[config.mk]
export PLATFORM = sky130hd
export DESIGN_NAME = spi_xfer_sched
export DESIGN_NICKNAME = d
export VERILOG_FILES = /design/src/rtl/spi_ctrl_pkg.sv /design/src/rtl/spi_rr_arb2.sv /design/src/rtl/spi_xfer_sched.sv
export SDC_FILE = /design/constraint.sdc
export NUM_CORES = 1
export LEC_CHECK = 0
export BUFFER_PORTS_ARGS = -buffer_cell sky130_fd_sc_hd__buf_2
export CAP_MARGIN = 20
export CORE_MARGIN = 2
export CORE_UTILIZATION = 48
export DETAILED_ROUTE_END_ITERATION = 8
export HOLD_SLACK_MARGIN = 0.1
export PLACE_DENSITY = 0.9
export SLEW_MARGIN = 20
export SYNTH_ARGS = -nofsm -noshare
export SYNTH_HDL_FRONTEND = slang
export SYNTH_SLANG_ARGS = --single-unit
[constraint.sdc]
create_clock -name sys_clk -period 2.3 [get_ports sys_clk]
set_input_delay 0.46 -clock sys_clk [delete_from_list [all_inputs] [get_ports sys_clk]]
set_output_delay 0.46 -clock sys_clk [all_outputs]
set_load 0.01 [all_outputs]
[src/rtl/spi_ctrl_pkg.sv]
// Shared types and widths for the SPI frame scheduler and its arbiter.
package spi_ctrl_pkg;

    localparam int SPI_NCLIENT = 2;
    localparam int BYTE_W      = 8;
    localparam int LEN_W       = 4;
    localparam int DIV_W       = 16;
    localparam int CNT_W       = 8;

    typedef enum logic [2:0] {
        ST_IDLE,
        ST_SETUP,
        ST_LOAD,
        ST_WAIT_ACK,
        ST_GAP,
        ST_HOLD,
        ST_CSIDLE
    } state_e;

    function automatic logic [SPI_NCLIENT-1:0] client_onehot(input logic c);
        return {c, ~c};
    endfunction

endpackage

[src/rtl/spi_rr_arb2.sv]
// Two-client grant logic: round-robin when SPI_XFER_SCHED_RR_EN is defined, else fixed priority to client 0.
module spi_rr_arb2
    import spi_ctrl_pkg::*;
(
    input  logic [SPI_NCLIENT-1:0] req,
`ifdef SPI_XFER_SCHED_RR_EN
    input  logic                   last_grant,
`endif
    output logic                   gnt_vld,
    output logic                   gnt
);

    always_comb begin
        gnt_vld = |req;
`ifdef SPI_XFER_SCHED_RR_EN
        // On contention the client that was not served last wins.
        unique case (req)
            2'b10:   gnt = 1'b1;
            2'b11:   gnt = ~last_grant;
            default: gnt = 1'b0;
        endcase
`else
        gnt = ~req[0];
`endif
    end

endmodule

[src/rtl/spi_xfer_sched.sv]
// Frame scheduler in front of spi_master: arbitration, CS timing and byte sequencing.
// Macro SPI_XFER_SCHED_RR_EN selects round-robin arbitration (default: fixed priority).
module spi_xfer_sched
    import spi_ctrl_pkg::*;
#(
    parameter int CS_SETUP = 4,
    parameter int CS_HOLD  = 4,
    parameter int CS_IDLE  = 2
) (
    input  logic                           sys_clk,
    input  logic                           sys_rst,
    input  logic [SPI_NCLIENT-1:0]         req,
    input  logic [SPI_NCLIENT*LEN_W-1:0]   len,
    input  logic [SPI_NCLIENT*DIV_W-1:0]   cfg_div,
    input  logic [SPI_NCLIENT*BYTE_W-1:0]  tx_data,
    output logic [SPI_NCLIENT-1:0]         tx_rd,
    output logic [BYTE_W-1:0]              rx_data,
    output logic [SPI_NCLIENT-1:0]         rx_vld,
    output logic [SPI_NCLIENT-1:0]         done,
    output logic                           busy,
    output logic                           spi_cs_ctrl,
    output logic [DIV_W-1:0]               spi_clk_div_val,
    output logic                           spi_wr_req,
    input  logic                           spi_wr_ack,
    output logic [BYTE_W-1:0]              spi_data_tx,
    input  logic [BYTE_W-1:0]              spi_data_rx
);

    state_e                  state_q;
    logic [CNT_W-1:0]        cnt_q;
    logic [LEN_W-1:0]        byte_cnt_q;
    logic                    g_q;
    logic                    cs_q;
    logic                    wr_req_q;
    logic                    busy_q;
    logic [SPI_NCLIENT-1:0]  tx_rd_q;
    logic [SPI_NCLIENT-1:0]  rx_vld_q;
    logic [SPI_NCLIENT-1:0]  done_q;
    logic [BYTE_W-1:0]       rx_data_q;
    logic [BYTE_W-1:0]       data_tx_q;
    logic [DIV_W-1:0]        div_q;
    logic                    gnt_vld;
    logic                    gnt;

`ifdef SPI_XFER_SCHED_RR_EN
    logic                    last_grant_q;

    spi_rr_arb2 u_arb (
        .req        (req),
        .last_grant (last_grant_q),
        .gnt_vld    (gnt_vld),
        .gnt        (gnt)
    );
`else
    spi_rr_arb2 u_arb (
        .req     (req),
        .gnt_vld (gnt_vld),
        .gnt     (gnt)
    );
`endif

    always_ff @(posedge sys_clk) begin
        if (sys_rst) begin
            // NOTE: payload registers are reset too, so an aborted frame leaves no stale byte visible.
            state_q    <= ST_IDLE;
            cnt_q      <= '0;
            byte_cnt_q <= '0;
            g_q        <= 1'b0;
            cs_q       <= 1'b1;
            wr_req_q   <= 1'b0;
            busy_q     <= 1'b0;
            tx_rd_q    <= '0;
            rx_vld_q   <= '0;
            done_q     <= '0;
            rx_data_q  <= '0;
            data_tx_q  <= '0;
            div_q      <= '0;
`ifdef SPI_XFER_SCHED_RR_EN
            last_grant_q <= 1'b1;
`endif
        end else begin
            // NOTE: strobes default low every cycle; states below only raise them for one cycle.
            wr_req_q <= 1'b0;
            tx_rd_q  <= '0;
            rx_vld_q <= '0;
            done_q   <= '0;
            unique case (state_q)
                ST_IDLE: begin
                    if (gnt_vld) begin
                        g_q        <= gnt;
                        byte_cnt_q <= len[LEN_W*int'(gnt) +: LEN_W];
                        div_q      <= cfg_div[DIV_W*int'(gnt) +: DIV_W];
                        cnt_q      <= CNT_W'(CS_SETUP);
                        cs_q       <= 1'b0;
                        busy_q     <= 1'b1;
                        state_q    <= ST_SETUP;
`ifdef SPI_XFER_SCHED_RR_EN
                        last_grant_q <= gnt;
`endif
                    end
                end
                ST_SETUP: begin
                    if (cnt_q == CNT_W'(1)) begin
                        wr_req_q  <= 1'b1;
                        tx_rd_q   <= client_onehot(g_q);
                        data_tx_q <= tx_data[BYTE_W*int'(g_q) +: BYTE_W];
                        state_q   <= ST_LOAD;
                    end else begin
                        cnt_q <= cnt_q - CNT_W'(1);
                    end
                end
                ST_LOAD: state_q <= ST_WAIT_ACK;
                ST_WAIT_ACK: begin
                    if (spi_wr_ack) begin
                        rx_data_q <= spi_data_rx;
                        rx_vld_q  <= client_onehot(g_q);
                        if (byte_cnt_q == '0) begin
                            cnt_q   <= CNT_W'(CS_HOLD);
                            state_q <= ST_HOLD;
                        end else begin
                            byte_cnt_q <= byte_cnt_q - LEN_W'(1);
                            state_q    <= ST_GAP;
                        end
                    end
                end
                // One idle cycle lets spi_master return to idle before the next request.
                ST_GAP: begin
                    wr_req_q  <= 1'b1;
                    tx_rd_q   <= client_onehot(g_q);
                    data_tx_q <= tx_data[BYTE_W*int'(g_q) +: BYTE_W];
                    state_q   <= ST_LOAD;
                end
                ST_HOLD: begin
                    if (cnt_q == CNT_W'(1)) begin
                        cs_q    <= 1'b1;
                        cnt_q   <= CNT_W'(CS_IDLE);
                        state_q <= ST_CSIDLE;
                        if (CS_IDLE == 1) done_q <= client_onehot(g_q);
                    end else begin
                        cnt_q <= cnt_q - CNT_W'(1);
                    end
                end
                // done is registered, so it is raised on entry to the last CSIDLE cycle.
                ST_CSIDLE: begin
                    if (cnt_q == CNT_W'(1)) begin
                        busy_q  <= 1'b0;
                        state_q <= ST_IDLE;
                    end else begin
                        cnt_q <= cnt_q - CNT_W'(1);
                        if (cnt_q == CNT_W'(2)) done_q <= client_onehot(g_q);
                    end
                end
                default: state_q <= ST_IDLE;
            endcase
        end
    end

    assign tx_rd           = tx_rd_q;
    assign rx_data         = rx_data_q;
    assign rx_vld          = rx_vld_q;
    assign done            = done_q;
    assign busy            = busy_q;
    assign spi_cs_ctrl     = cs_q;
    assign spi_clk_div_val = div_q;
    assign spi_wr_req      = wr_req_q;
    assign spi_data_tx     = data_tx_q;

endmodule

==> Word level (Yosys, flattened, before mapping) <==
Index checks and enable logic that the tools add are counted.
{ "word_totals": {"wordCells": 88, "ff_bits": 57, "out_inout_bits": 41, "input_bits": 69} }
{ "classes": {"n_eq_ne": 16, "add_sub_neg": 2, "n_bitwise": 6, "mux": 29, "shifts": 3, "reduce_logical": 19} }
{ "ops": {"columns": ["operator", "count"], "rows": [
  ["8-bit two-way mux", 6],
  ["8-bit one-hot mux with 4 select lines", 1],
  ["32-bit by 6-bit indexed part select with 16-bit output", 1],
  ["3-bit one-hot mux with 7 select lines", 1],
  ["2-bit != test (second input constant)", 8],
  ["8-bit one-hot mux with 2 select lines", 1],
  ["16-bit by 5-bit indexed part select with 8-bit output", 1],
  ["3-bit two-way mux", 5],
  ["4-bit two-way mux", 3],
  ["5-bit AND reduction", 2],
  ["3-bit == test (second input constant)", 3],
  ["8-bit by 1-bit == test with 1-bit output (second input constant)", 1],
  ["8-bit by 2-bit == test with 1-bit output (second input constant)", 1],
  ["4-bit one-hot mux with 2 select lines", 1],
  ["2-bit nonzero test", 4],
  ["8-bit by 4-bit indexed part select with 4-bit output", 1],
  ["8-bit by 1-bit subtractor with 8-bit output (second input constant)", 1],
  ["3-bit by 2-bit == test with 1-bit output (second input constant)", 2],
  ["1-bit two-way mux", 6],
  ["1-bit NOT", 6],
  ["1-bit one-hot mux with 2 select lines", 3],
  ["2-bit AND reduction", 3],
  ["3-bit AND reduction", 2],
  ["4-bit logical NOT", 1],
  ["other kinds (10)", 11]
]} }

==> Logic depth before layout (Yosys ltp) <==
Gate-level depths: netlist (run 1).
{ "logic_depth": {"word_depth": 4, "mapped_depth": 7, "ltp_nobuf": 7} }

==> Cells and area by module <==
A second synthesis (run 1) with hierarchy kept.
{ "hier_totals": {"hier_cells": 311, "area_unflattened_um2": 2710.1} }
{ "by_module_without_submodules": {"columns": ["module", "cells_per_inst", "n_inst", "seq_area_each_um2", "area_each_um2"], "rows": [
  ["spi_xfer_sched", 309, 1, 1141.1, 2700.1],
  ["spi_rr_arb2", 2, 1, 0.0, 10.0]
]} }

==> Least setup slack after synthesis (run 1) <==
OpenSTA, ideal clock, no wires.
{ "synth_timing": {"kind": "register to register", "from": "register byte_cnt_q[0]", "to": "register cnt_q[7]", "synth_period_minus_slack_ns": 1.910, "t_arrival_ns": 1.840, "required_ns": 2.230, "n_path_buf": 0, "setup_ns": 0.070, "path_stages_with_launch": 8, "slack_ns": 0.390, "path_cell_list": "dfxtp_1 > inv_1 > ha_1 > or3b_4 > o41ai_4 > o21ai_2 > or3_1 > a21oi_1"} }
{ "synth_between": {"elab_chain_len": 3} }
{ "synth_rtl": {"columns": ["element", "line_no", "source"], "rows": [
  ["start: declaration", "spi_xfer_sched.sv:31", "logic [LEN_W-1:0] byte_cnt_q;"],
  ["start signal: assignment", "spi_xfer_sched.sv:91", "byte_cnt_q <= len[LEN_W*int'(gnt) +: LEN_W];"],
  ["start signal: assignment", "spi_xfer_sched.sv:121", "byte_cnt_q <= byte_cnt_q - LEN_W'(1);"],
  ["4-bit logical NOT", "spi_xfer_sched.sv:117", "if (byte_cnt_q == '0) begin"],
  ["2-bit != test (no source line)", null, null],
  ["5-bit AND reduction (no source line)", null, null],
  ["end signal: assignment", "spi_xfer_sched.sv:118", "cnt_q <= CNT_W'(CS_HOLD);"],
  ["end signal: assignment", "spi_xfer_sched.sv:136", "cnt_q <= CNT_W'(CS_IDLE);"],
  ["end signal: assignment", "spi_xfer_sched.sv:140", "cnt_q <= cnt_q - CNT_W'(1);"],
  ["end: declaration", "spi_xfer_sched.sv:30", "logic [CNT_W-1:0] cnt_q;"]
]} }
Every way passes these cells.
A chain may end at the register's enable or synchronous reset.

==> Final worst setup path (run 1) <==
Ends and elaborated chain as after synthesis.

==> results of run 1 <==
-- final cells by class --
type,instances,share of cell area [%]
Sequential cell,57,33.0
Tap cell,72,2.60
Inverter,10,1.08
Timing Repair Buffer,116,17.3
Clock buffer,13,4.30
Multi-Input combinational cell,216,40.6
Clock inverter,3,1.16
-- worst max path at each step --
stage	startpoint	end	slack (ns)	cells after the start
after floorplan	byte_cnt_q[0]	cnt_q[7]	0.39	7
after global placement	byte_cnt_q[0]	cnt_q[7]	0.31	7
after detailed placement	byte_cnt_q[0]	cnt_q[7]	0.22	7
after CTS	byte_cnt_q[0]	cnt_q[7]	0.19	7
after global routing	byte_cnt_q[0]	cnt_q[7]	0.05	7
final	byte_cnt_q[0]	cnt_q[7]	0.19	7
-- layout by cell type, fill, tap and decap left out, types with 3 or more instances in the layout --
cell and n:
buf_4 7, clkbuf_1 3, a21oi_1 23, inv_1 7, a211oi_1 26, o21ai_0 10, nand3_1 5, nor3_1 6
nor2_1 40, or3_1 3, nand4_1 3, buf_2 109, and2_1 3, mux2i_1 26, nand2_1 27, and3_1 4
ha_1 5, dfxtp_1 57, clkbuf_8 10
-- power by group through the flow --
| stage | Sequential (mW) | Combinational [mW] | Clock, mW |
|---|---|---|---|
| floorplan | 1.33 | 0.718 | 0 |
| global placement | 1.32 | 1.00 | 0 |
| detailed placement | 1.33 | 1.04 | 0 |
| CTS | 1.31 | 1.05 | 0.909 |
| global route | 1.34 | 1.17 | 0.949 |
| finish | 1.32 | 1.05 | 0.889 |
-- through the flow --
stage / power [mW] / util (%)
after floorplan: 2.05 / -
after global placement: 2.32 / 60.1
after detailed placement: 2.37 / 60.1
after CTS: 3.27 / 63.6
after global routing: 3.46 / 63.6
final: 3.26 / 63.6
-- layer usage --
metal | routed length [um] | GRT usage (%) | vias to the layer above
met5 | 0 | 0 | -
met4 | 122 | 10.4 | 0
met3 | 423 | 3.68 | 12
met2 | 3300 | 36.8 | 100
met1 | 2680 | 23.1 | 1185
li1 | - | - | 1310
-- cell usage after synthesis, types with 3 or more instances --
library cell	number
dfxtp_1	57
nor2_1	40
nand2_1	27
a211oi_1	26
mux2i_1	26
a21oi_1	23
o21ai_0	10
clkbuf_1	9
buf_2	8
inv_1	7
nor3_1	6
ha_1	5
nand3_1	5
and3_1	4
and2_1	3
nand4_1	3
or3_1	3
-- cells by family (layout without fill, tap and decap cells) --
kind of cell / count (synthesis) / in the layout / synth area share, %
simple gates: 103 / 103 / 18.4
compound gates: 78 / 78 / 20.6
flops: 57 / 57 / 42.7
buf+inv: 29 / 142 / 4.73
mux: 28 / 28 / 10.6
fa+ha+maj: 5 / 5 / 2.34
xor+xnor: 2 / 2 / 0.656
-- sequential cells by signal, indices dropped and copies added, names as in the netlist --
signal	cells
spi_clk_div_val	16
cnt_q	8
rx_data	8
spi_data_tx	8
byte_cnt_q	4
state_q	3
done	2
rx_vld	2
tx_rd	2
busy	1
g_q	1
spi_cs_ctrl	1
spi_wr_req	1
-- critical path, stage by stage (launching register included) --
cell	delay [ns]
dfxtp_1	0.32
inv_1	0.11
ha_1	0.16
or3b_4	0.40
o41ai_4	0.32
o21ai_2	0.21
or3_1	0.38
a21oi_1	0.15
==> flow_summary_export.csv, run 1 <==
group,metric,value,unit
outcome,status,"finished clean",
synth,yosysWarnings,0,
timing,slew_violations,0,
synth,synth_edf_count,0,
cells_and_area,diodes,0,
worst_setup_path,end_kind,"register",
place,dpl.hpwl,4.76,mm
clock_tree,cts_resized,0,
die,die_w,78.6,um
job,maxCapViolCount,0,
synth,syn_avg_cell_area,8.85,sq um
power_and_ir_drop,leakage,1.60,nW
clock_tree,cts_sinks,57,
place,pre_cts_ws,0.219,ns
cells_and_area,drive_gt1_share,34.2,%
synth,syn_area,2670,sq um
grt,antenna_found_initial,0,
place,io_buffer_count,109,
power_and_ir_drop,p_sw,1.12,mW
timing,setup_viol,0,
timing,period_minus_slack,2.11,ns
power_and_ir_drop,switching_share,34.4,%
place,dp_cells,471,
synth,synth_top_cells_by_area,"dfxtp_1 43%, mux2i_1 9.7%, a211oi_1 7.3%",
worst_setup_path,critPathLaunchType,"register",
worst_setup_path,required,2.56,ns
power_and_ir_drop,vdd_ir_drop_max,0.000457,V
synth,yosysSeqAreaShare,42.7,%
clock_tree,cts_tree,"built",
cells_and_area,num-fill-cells,446,
power_and_ir_drop,sequentialPowerShare,40.4,%
grt,gr-total-overflow,0,
detailed_routing,firstDrtPassIters,4,
die,row_count,27,
synth,synth-seq-cells,57,
place,gp_congestion,0.868,
synth,synth_area_leader_cell,"dfxtp_1",
clock_tree,clkLatencyLatePin,0.33,ns
synth,synth_nets,376,
die,start_util,49.1,%
timing,rsz0062_at_grt,"no",
clock_tree,clkTransAtPathRegs,0.06,ns
power_and_ir_drop,pwr-share-clk,27.3,%
grt,groute.usage.overall,20.5,%
hold_path,min_from,"spi_data_rx[5]",
clock_tree,hold_buffers,0,
die,die_area,6180,sq um
worst_setup_path,rrSetupSlack,0.19,ns
power_and_ir_drop,power-per-cell-area,942,nW/um^2
cells_and_area,syn2layout_area_growth,29.5,%
worst_setup_path,cp.arrival,2.37,ns
worst_setup_path,crit_fanout,10,
power_and_ir_drop,pwr-share-comb,32.3,%
grt,grt_pass1_vias,2346,
timing,tightest_slew,0.669,ns
worst_setup_path,r2r_cells,7,
detailed_routing,vias_per_cell,5.35,
clock_tree,ctsLongestPathBuffers,2,
timing,layout_setup_ws,0.186,ns
worst_setup_path,r2r-end,"cnt_q[7]",
synth,async_reset_ff_share,0,%
cells_and_area,final_nets,484,
timing,clock_skew,0.00450,ns
die,core,5440,sq um
detailed_routing,wl_per_cell,13.4,um
timing,relSlewSlack,55.3,%
hold_path,hold_depth,3,
timing,fin_tns_setup,0,ns
cells_and_area,final_area,3460,sq um
timing,fmaxAchievable,0.473,GHz
timing,hold_viol,0,
timing,hold_ws,0.369,ns
die,pin_count,110,
cells_and_area,fin_cells,487,
hold_path,hold_path.class,"in -> reg",
clock_tree,post-cts-setup-buffers,0,
detailed_routing,drt_iter0_drc,120,
cells_and_area,multiInputGateArea,1400,sq um
synth,syn_inst,302,
place,place_area,3270,sq um
cells_and_area,register_area,1140,sq um
worst_setup_path,reg2reg_from,"byte_cnt_q[0]",
power_and_ir_drop,p_int,2.14,mW
detailed_routing,num_vias,2607,
timing,period_share,91.9,%
grt,grt_pass1_wl,10.1,mm
detailed_routing,postRouteAntennaNets,0,
detailed_routing,drc,0,
hold_path,hold_end,"rx_data[5]",
clock_tree,ctsRootBufferMaster,"clkbuf_8",
grt,grt_max_degree,33,
synth,synth_top_cell_area_share,42.7,%
clock_tree,cts_max_level,3,
die,die_h,78.6,um
detailed_routing,routed_wirelength,6.53,mm
synth,synthFlopType,"dfxtp_1",
worst_setup_path,path_class,"reg -> reg",
synth,synth_cell_types,49,
clock_tree,cts_made_buffers,9,
Note: power is estimated with default switching activity, not from simulation.
==> inputs of run 2 (changes only) <==
Settings changed: RECOVER_POWER set to 100.
==> run 2 against run 1 <==
Effect of this change:
- setup slack gained 0.0018 ns
- critical path depth unchanged
- sequential power about the same
- highest routed layer unchanged
- global-route usage did not move
- fmax is essentially flat
- largest power group unchanged
- critical path type unchanged
- register-to-register slack barely moved
- final cell count unchanged
- non-clock buffer count is the same
- worst hold slack lost 0.00092 ns
- wire length rose by 0.38%
- clock skew is essentially flat
==> flow_summary_export.csv, run 2 (synthesized netlist as in run 1, its figures left out) <==
group,metric,value,unit
outcome,status,"finished clean",
timing,tightest_slew,0.816,ns
job,maxCapViolCount,0,
clock_tree,cts_sinks,57,
cells_and_area,final_common_cell,"buf_2",
cells_and_area,diodes,0,
timing,period_share,91.8,%
clock_tree,post-cts-setup-buffers,0,
die,core,5440,sq um
worst_setup_path,cp.arrival,2.37,ns
clock_tree,cts_max_level,3,
cells_and_area,syn2layout_area_growth,27.0,%
timing,rsz0062_at_grt,"no",
place,io_buffer_count,109,
power_and_ir_drop,vdd_ir_drop_max,0.000448,V
grt,antenna_found_initial,0,
die,pin_count,110,
worst_setup_path,critPathLaunchType,"register",
power_and_ir_drop,p_sw,1.12,mW
cells_and_area,fin_cells,487,
power_and_ir_drop,sequentialPowerShare,40.9,%
timing,layout_setup_ws,0.188,ns
power_and_ir_drop,switching_share,34.7,%
detailed_routing,drc,0,
detailed_routing,vias_per_cell,5.36,
hold_path,hold_path.class,"in -> reg",
worst_setup_path,crit_fanout,10,
timing,clock_skew,0.00482,ns
die,start_util,49.1,%
clock_tree,clkTransAtPathRegs,0.06,ns
die,die_h,78.6,um
detailed_routing,num_vias,2610,
timing,relSlewSlack,45.2,%
power_and_ir_drop,pwr-share-comb,31.5,%
timing,hold_viol,0,
timing,period_minus_slack,2.11,ns
cells_and_area,final_nets,484,
place,gp_congestion,0.868,
timing,fmaxAchievable,0.473,GHz
grt,grt_max_degree,33,
clock_tree,hold_buffers,0,
grt,groute.usage.overall,20.5,%
worst_setup_path,end_kind,"register",
clock_tree,cts_resized,0,
cells_and_area,num-fill-cells,481,
detailed_routing,drt_iter0_drc,121,
timing,slew_violations,0,
worst_setup_path,path_class,"reg -> reg",
power_and_ir_drop,leakage,1.43,nW
die,die_area,6180,sq um
detailed_routing,wl_per_cell,13.5,um
place,pre_cts_ws,0.219,ns
clock_tree,cts_tree,"built",
worst_setup_path,required,2.56,ns
timing,setup_viol,0,
detailed_routing,firstDrtPassIters,5,
power_and_ir_drop,pwr-share-clk,27.6,%
place,dp_cells,471,
detailed_routing,routed_wirelength,6.55,mm
cells_and_area,largest_reg_flops,16,
place,dpl.hpwl,4.76,mm
clock_tree,cts_made_buffers,9,
grt,grt_pass1_vias,2346,
detailed_routing,postRouteAntennaNets,0,
grt,gr-total-overflow,0,
timing,fin_tns_setup,0,ns
die,row_count,27,
cells_and_area,layout_common_cells,"68 x buf_2, 57 x dfxtp_1, 45 x clkbuf_1",
cells_and_area,drive_gt1_share,23.6,%
power_and_ir_drop,power-per-cell-area,949,nW/um^2
clock_tree,clkLatencyLatePin,0.33,ns
die,die_w,78.6,um
grt,grt_pass1_wl,10.1,mm
power_and_ir_drop,p_int,2.10,mW
clock_tree,ctsLongestPathBuffers,2,
clock_tree,ctsRootBufferMaster,"clkbuf_8",
run 2: cell types whose count changed in the layout (fill, tap and decap cells not counted), moves of 2 or more:
cell      change
buf_2        -41
buf_4         -3
clkbuf_1     +42
clkbuf_2      +2
run 2: final cells by class:
cell class | count | area [sq um] | share of cell area, %
multi-input cells | 216 | 1400 | 41.2
flip-flops and latches | 57 | 1140 | 33.6
repair buffers | 116 | 538 | 15.9
clock buffers | 13 | 149 | 4.39
well taps | 72 | 90.1 | 2.65
clock inverters | 3 | 40.0 | 1.18
inverters | 10 | 37.5 | 1.11
run 2: through the flow:
stage | hold WS [ns] | area [sq um] | utilization [%] | total power [mW]
2_1_floorplan | 0.467 | 2670 | - | 2.05
3_3_place_gp | 0.440 | 3270 | 60.1 | 2.32
3_5_place_dp | 0.447 | 3270 | 60.1 | 2.37
4_1_cts | 0.361 | 3460 | 63.6 | 3.27
5_1_grt | 0.373 | 3390 | 62.4 | 3.42
6_report | 0.368 | 3390 | 62.4 | 3.22
run 2: final timing paths:
| path | startpoint | endpoint | slack [ns] | cells after the start |
|---|---|---|---|---|
| worst min-delay path | spi_data_rx[5] | rx_data[5] | 0.37 | 3 |
| worst max register to register | byte_cnt_q[0] | cnt_q[7] | 0.19 | 7 |
| worst max-delay path | byte_cnt_q[0] | cnt_q[7] | 0.19 | 7 |
| worst min register to register | rx_data[6] | rx_data[6] | 0.46 | 2 |
run 2: critical path, cell delays in order, from the launching register on:
cell	delay, ns
dfxtp_1	0.32
inv_1	0.11
ha_1	0.16
or3b_4	0.40
o41ai_4	0.32
o21ai_2	0.21
or3_1	0.38
a21oi_1	0.14
run 2: metal layers:
| metal | vias to the layer above | share of wire, % | global-route usage, % |
|---|---|---|---|
| met4 | 0 | 1.1 | 10.4 |
| met3 | 9 | 6.8 | 3.68 |
| met1 | 1193 | 41 | 23.1 |
| li1 | 1311 | - | - |
| met2 | 97 | 51 | 36.8 |
| met5 | - | 0 | 0 |
run 2: power groups by stage:
stage	combinational, mW	sequential (mW)	clock (mW)
floorplan	0.718	1.33	0
global placement	1.00	1.32	0
detailed placement	1.04	1.33	0
CTS	1.05	1.31	0.909
global route	1.13	1.34	0.949
finish	1.02	1.32	0.889
==> inputs of run 3 (changes only) <==
Settings changed: ABC_AREA set to 1, CORE_UTILIZATION 48 to 49.
==> run 3 against run 2 <==
Effect of this change:
- first-iteration DRC count fell by 3.3%
- fmax increased by 9.9%
- combinational power increased by 75%
- global-route usage up 1.7 points
- critical path depth fell by 1
- wire length is 8.2% higher
- via count increased by 18%
- synthesized cell count is 44% higher
- register-to-register slack improved by 0.19 ns
- clock skew grew 0.0013 ns
- die area up 7.3%
==> flow_summary_export.csv, run 3 <==
group,metric,value,unit
outcome,status,"finished clean",
timing,clock_skew,0.00611,ns
cells_and_area,final_common_cell,"nand2_1",
grt,grtUsageMet1,23.2,%
power_and_ir_drop,vdd_ir_drop_max,0.000537,V
clock_tree,hold_buffers,0,
place,io_buffer_count,109,
timing,setup_viol,0,
synth,yosysWarnings,0,
timing,period_share,83.6,%
die,die_area,6630,sq um
timing,rsz0062_at_grt,"no",
cells_and_area,register_area,1140,sq um
worst_setup_path,path_class,"reg -> reg",
die,row_count,28,
detailed_routing,drt_iter0_drc,117,
place,place_area,3480,sq um
grt,grt_max_degree,34,
detailed_routing,routed_wirelength,7.09,mm
synth,syn_inst,436,
cells_and_area,syn2layout_area_growth,22.7,%
place,dpl.hpwl,5.26,mm
cells_and_area,final_area,3610,sq um
synth,syn_avg_cell_area,6.74,sq um
synth,synth_cell_types,32,
detailed_routing,wl_per_cell,11.5,um
timing,tightest_slew,0.607,ns
worst_setup_path,critPathLaunchType,"register",
synth,yosysSeqAreaShare,38.8,%
synth,synthMuxAreaShare,0,%
synth,synth_top_cell_area_share,38.8,%
synth,synth_xor_area_share,0.894,%
worst_setup_path,path_cells,"inv_1 -> nand2_2 -> or2_1 -> clkbuf_2 -> o21ai_0 -> a21oi_1",
clock_tree,post-cts-setup-buffers,0,
grt,met3_usage,5.60,%
detailed_routing,num_vias,3091,
timing,hold_ws,0.386,ns
place,gp_congestion,0.896,
clock_tree,ctsLongestPathBuffers,2,
worst_setup_path,crit_fanout,33,
clock_tree,cts_max_level,3,
clock_tree,ctsRootBufferMaster,"clkbuf_8",
clock_tree,cts_sinks,57,
cells_and_area,drive_gt1_share,18.8,%
timing,hold_viol,0,
worst_setup_path,end_kind,"register",
grt,grt_pass1_wl,11.4,mm
grt,groute.usage.overall,22.2,%
clock_tree,cts_resized,0,
synth,synth_commonest_cells,"129 x nand2_1, 57 x dfxtp_1, 48 x nor2_1",
synth,synth_fa_ha_area_share,2.13,%
timing,fin_tns_setup,0,ns
grt,grt-busiest-layer,"met2",
grt,gr-total-overflow,0,
detailed_routing,firstDrtPassIters,4,
cells_and_area,layout_common_cells,"133 x nand2_1, 68 x buf_2, 57 x dfxtp_1",
cells_and_area,num-fill-cells,535,
detailed_routing,drc,0,
grt,grt_pass1_vias,2762,
cells_and_area,multiInputGateArea,1470,sq um
power_and_ir_drop,leakage,1.72,nW
timing,relSlewSlack,59.5,%
synth,synth-simple-area-share,34.4,%
worst_setup_path,cp_slowest_stage_delay,0.51,ns
cells_and_area,final_core_util,61.6,%
power_and_ir_drop,power,4.26,mW
synth,syn_area,2940,sq um
die,pin_count,110,
synth,synth_edf_count,0,
synth,async_reset_ff_share,0,%
die,die_h,81.4,um
grt,antenna_found_initial,0,
clock_tree,clkTransAtPathRegs,0.06,ns
synth,yosys.cell_count.top_type,"nand2_1",
timing,period_minus_slack,1.92,ns
detailed_routing,vias_per_cell,4.99,
detailed_routing,postRouteAntennaNets,0,
cells_and_area,largest_reg_flops,16,
timing,slew_violations,0,
clock_tree,cts_made_buffers,9,
power_and_ir_drop,power-per-cell-area,1180,nW/um^2
die,start_util,50.2,%
hold_path,hold_path.class,"in -> reg",
cells_and_area,final_nets,614,
worst_setup_path,required,2.56,ns
die,die_w,81.4,um
synth,synthFlopType,"dfxtp_1",
worst_setup_path,cp.arrival,2.18,ns
die,core,5850,sq um
clock_tree,cts_tree,"built",
synth,synth-compound-area-share,14.1,%
synth,synth_top_family_by_area,"simple AND/OR/NAND/NOR gates",
grt,grt_util_met2,40.0,%
timing,fmaxAchievable,0.520,GHz
clock_tree,clkLatencyLatePin,0.34,ns
worst_setup_path,critPathSlowestCell,"dfxtp_1",
job,maxCapViolCount,0,
synth,synth_area_leader_cell,"dfxtp_1",
synth,synth-seq-cells,57,
synth,synth_top_cells_by_area,"dfxtp_1 39%, nand2_1 16%, a21oi_1 6.1%",
cells_and_area,diodes,0,
synth,synth_nets,510,
==> run 3: changes by cell type after synthesis, moves of 7 or more <==
cell / previous run / this run
inv_1: 7 / 39
nor2_1: 40 / 48
o21ai_0: 10 / 17
a21oi_1: 23 / 36
o21ai_1: 0 / 15
nand2_2: 0 / 9
nand2_1: 27 / 129
a211oi_1: 26 / 1
nand3_1: 5 / 23
mux2i_1: 26 / 0
==> run 3: worst max-delay path, delay by kind of cell (launching register included) <==
| family | cells | cell delay (ns) |
|---|---|---|
| AO/OA/AOI/OAI | 2 | 0.31 |
| buffers and inverters | 2 | 0.70 |
| flip-flops | 1 | 0.51 |
| AND/OR/NAND/NOR | 2 | 0.32 |
==> run 3: kinds of logic (layout without fill, tap and decap cells) <==
logic type	after synthesis	count (layout)
simple gates	231	231
xor+xnor	3	3
flops	57	57
fa+ha+maj	5	5
compound gates	76	76
buf+inv	64	172
==> run 3: area by class of cell <==
cell class	count	share of cell area [%]
flip-flops and latches	57	31.6
well taps	75	2.60
clock inverters	2	0.972
inverters	45	4.68
multi-input cells	315	40.9
repair buffers	112	14.3
clock buffers	13	4.96
==> run 3: through the flow <==
| step | setup slack (ns) | instances |
|---|---|---|
| after global routing | 0.243 | 619 |
| after CTS | 0.607 | 619 |
| after floorplan | 0.911 | 436 |
| final | 0.378 | 619 |
| after global placement | 0.546 | 604 |
| after detailed placement | 0.481 | 604 |
==> run 3: power breakdown <==
group | internal, mW | switching [mW]
logic | 0.606 | 1.19
clock network | 0.610 | 0.371
registers | 1.29 | 0.199
total | 2.51 | 1.76
==> run 3: final timing paths <==
check / start / endpoint / depth (start not counted) / slack [ns]
setup / recovery: state_q[2] / spi_clk_div_val[3] / 6 / 0.38
hold / removal: spi_data_rx[6] / rx_data[6] / 3 / 0.39
setup reg to reg: state_q[2] / spi_clk_div_val[3] / 6 / 0.38
hold reg to reg: spi_clk_div_val[13] / spi_clk_div_val[13] / 2 / 0.44
==> run 3: metal layers <==
| layer | wire, um | vias to the layer above | share of wire [%] |
|---|---|---|---|
| met2 | 3390 | 100 | 48 |
| met1 | 3010 | 1375 | 42 |
| li1 | - | 1596 | - |
| met3 | 505 | 20 | 7.1 |
| met4 | 189 | 0 | 2.7 |
| met5 | 0 | - | 0 |
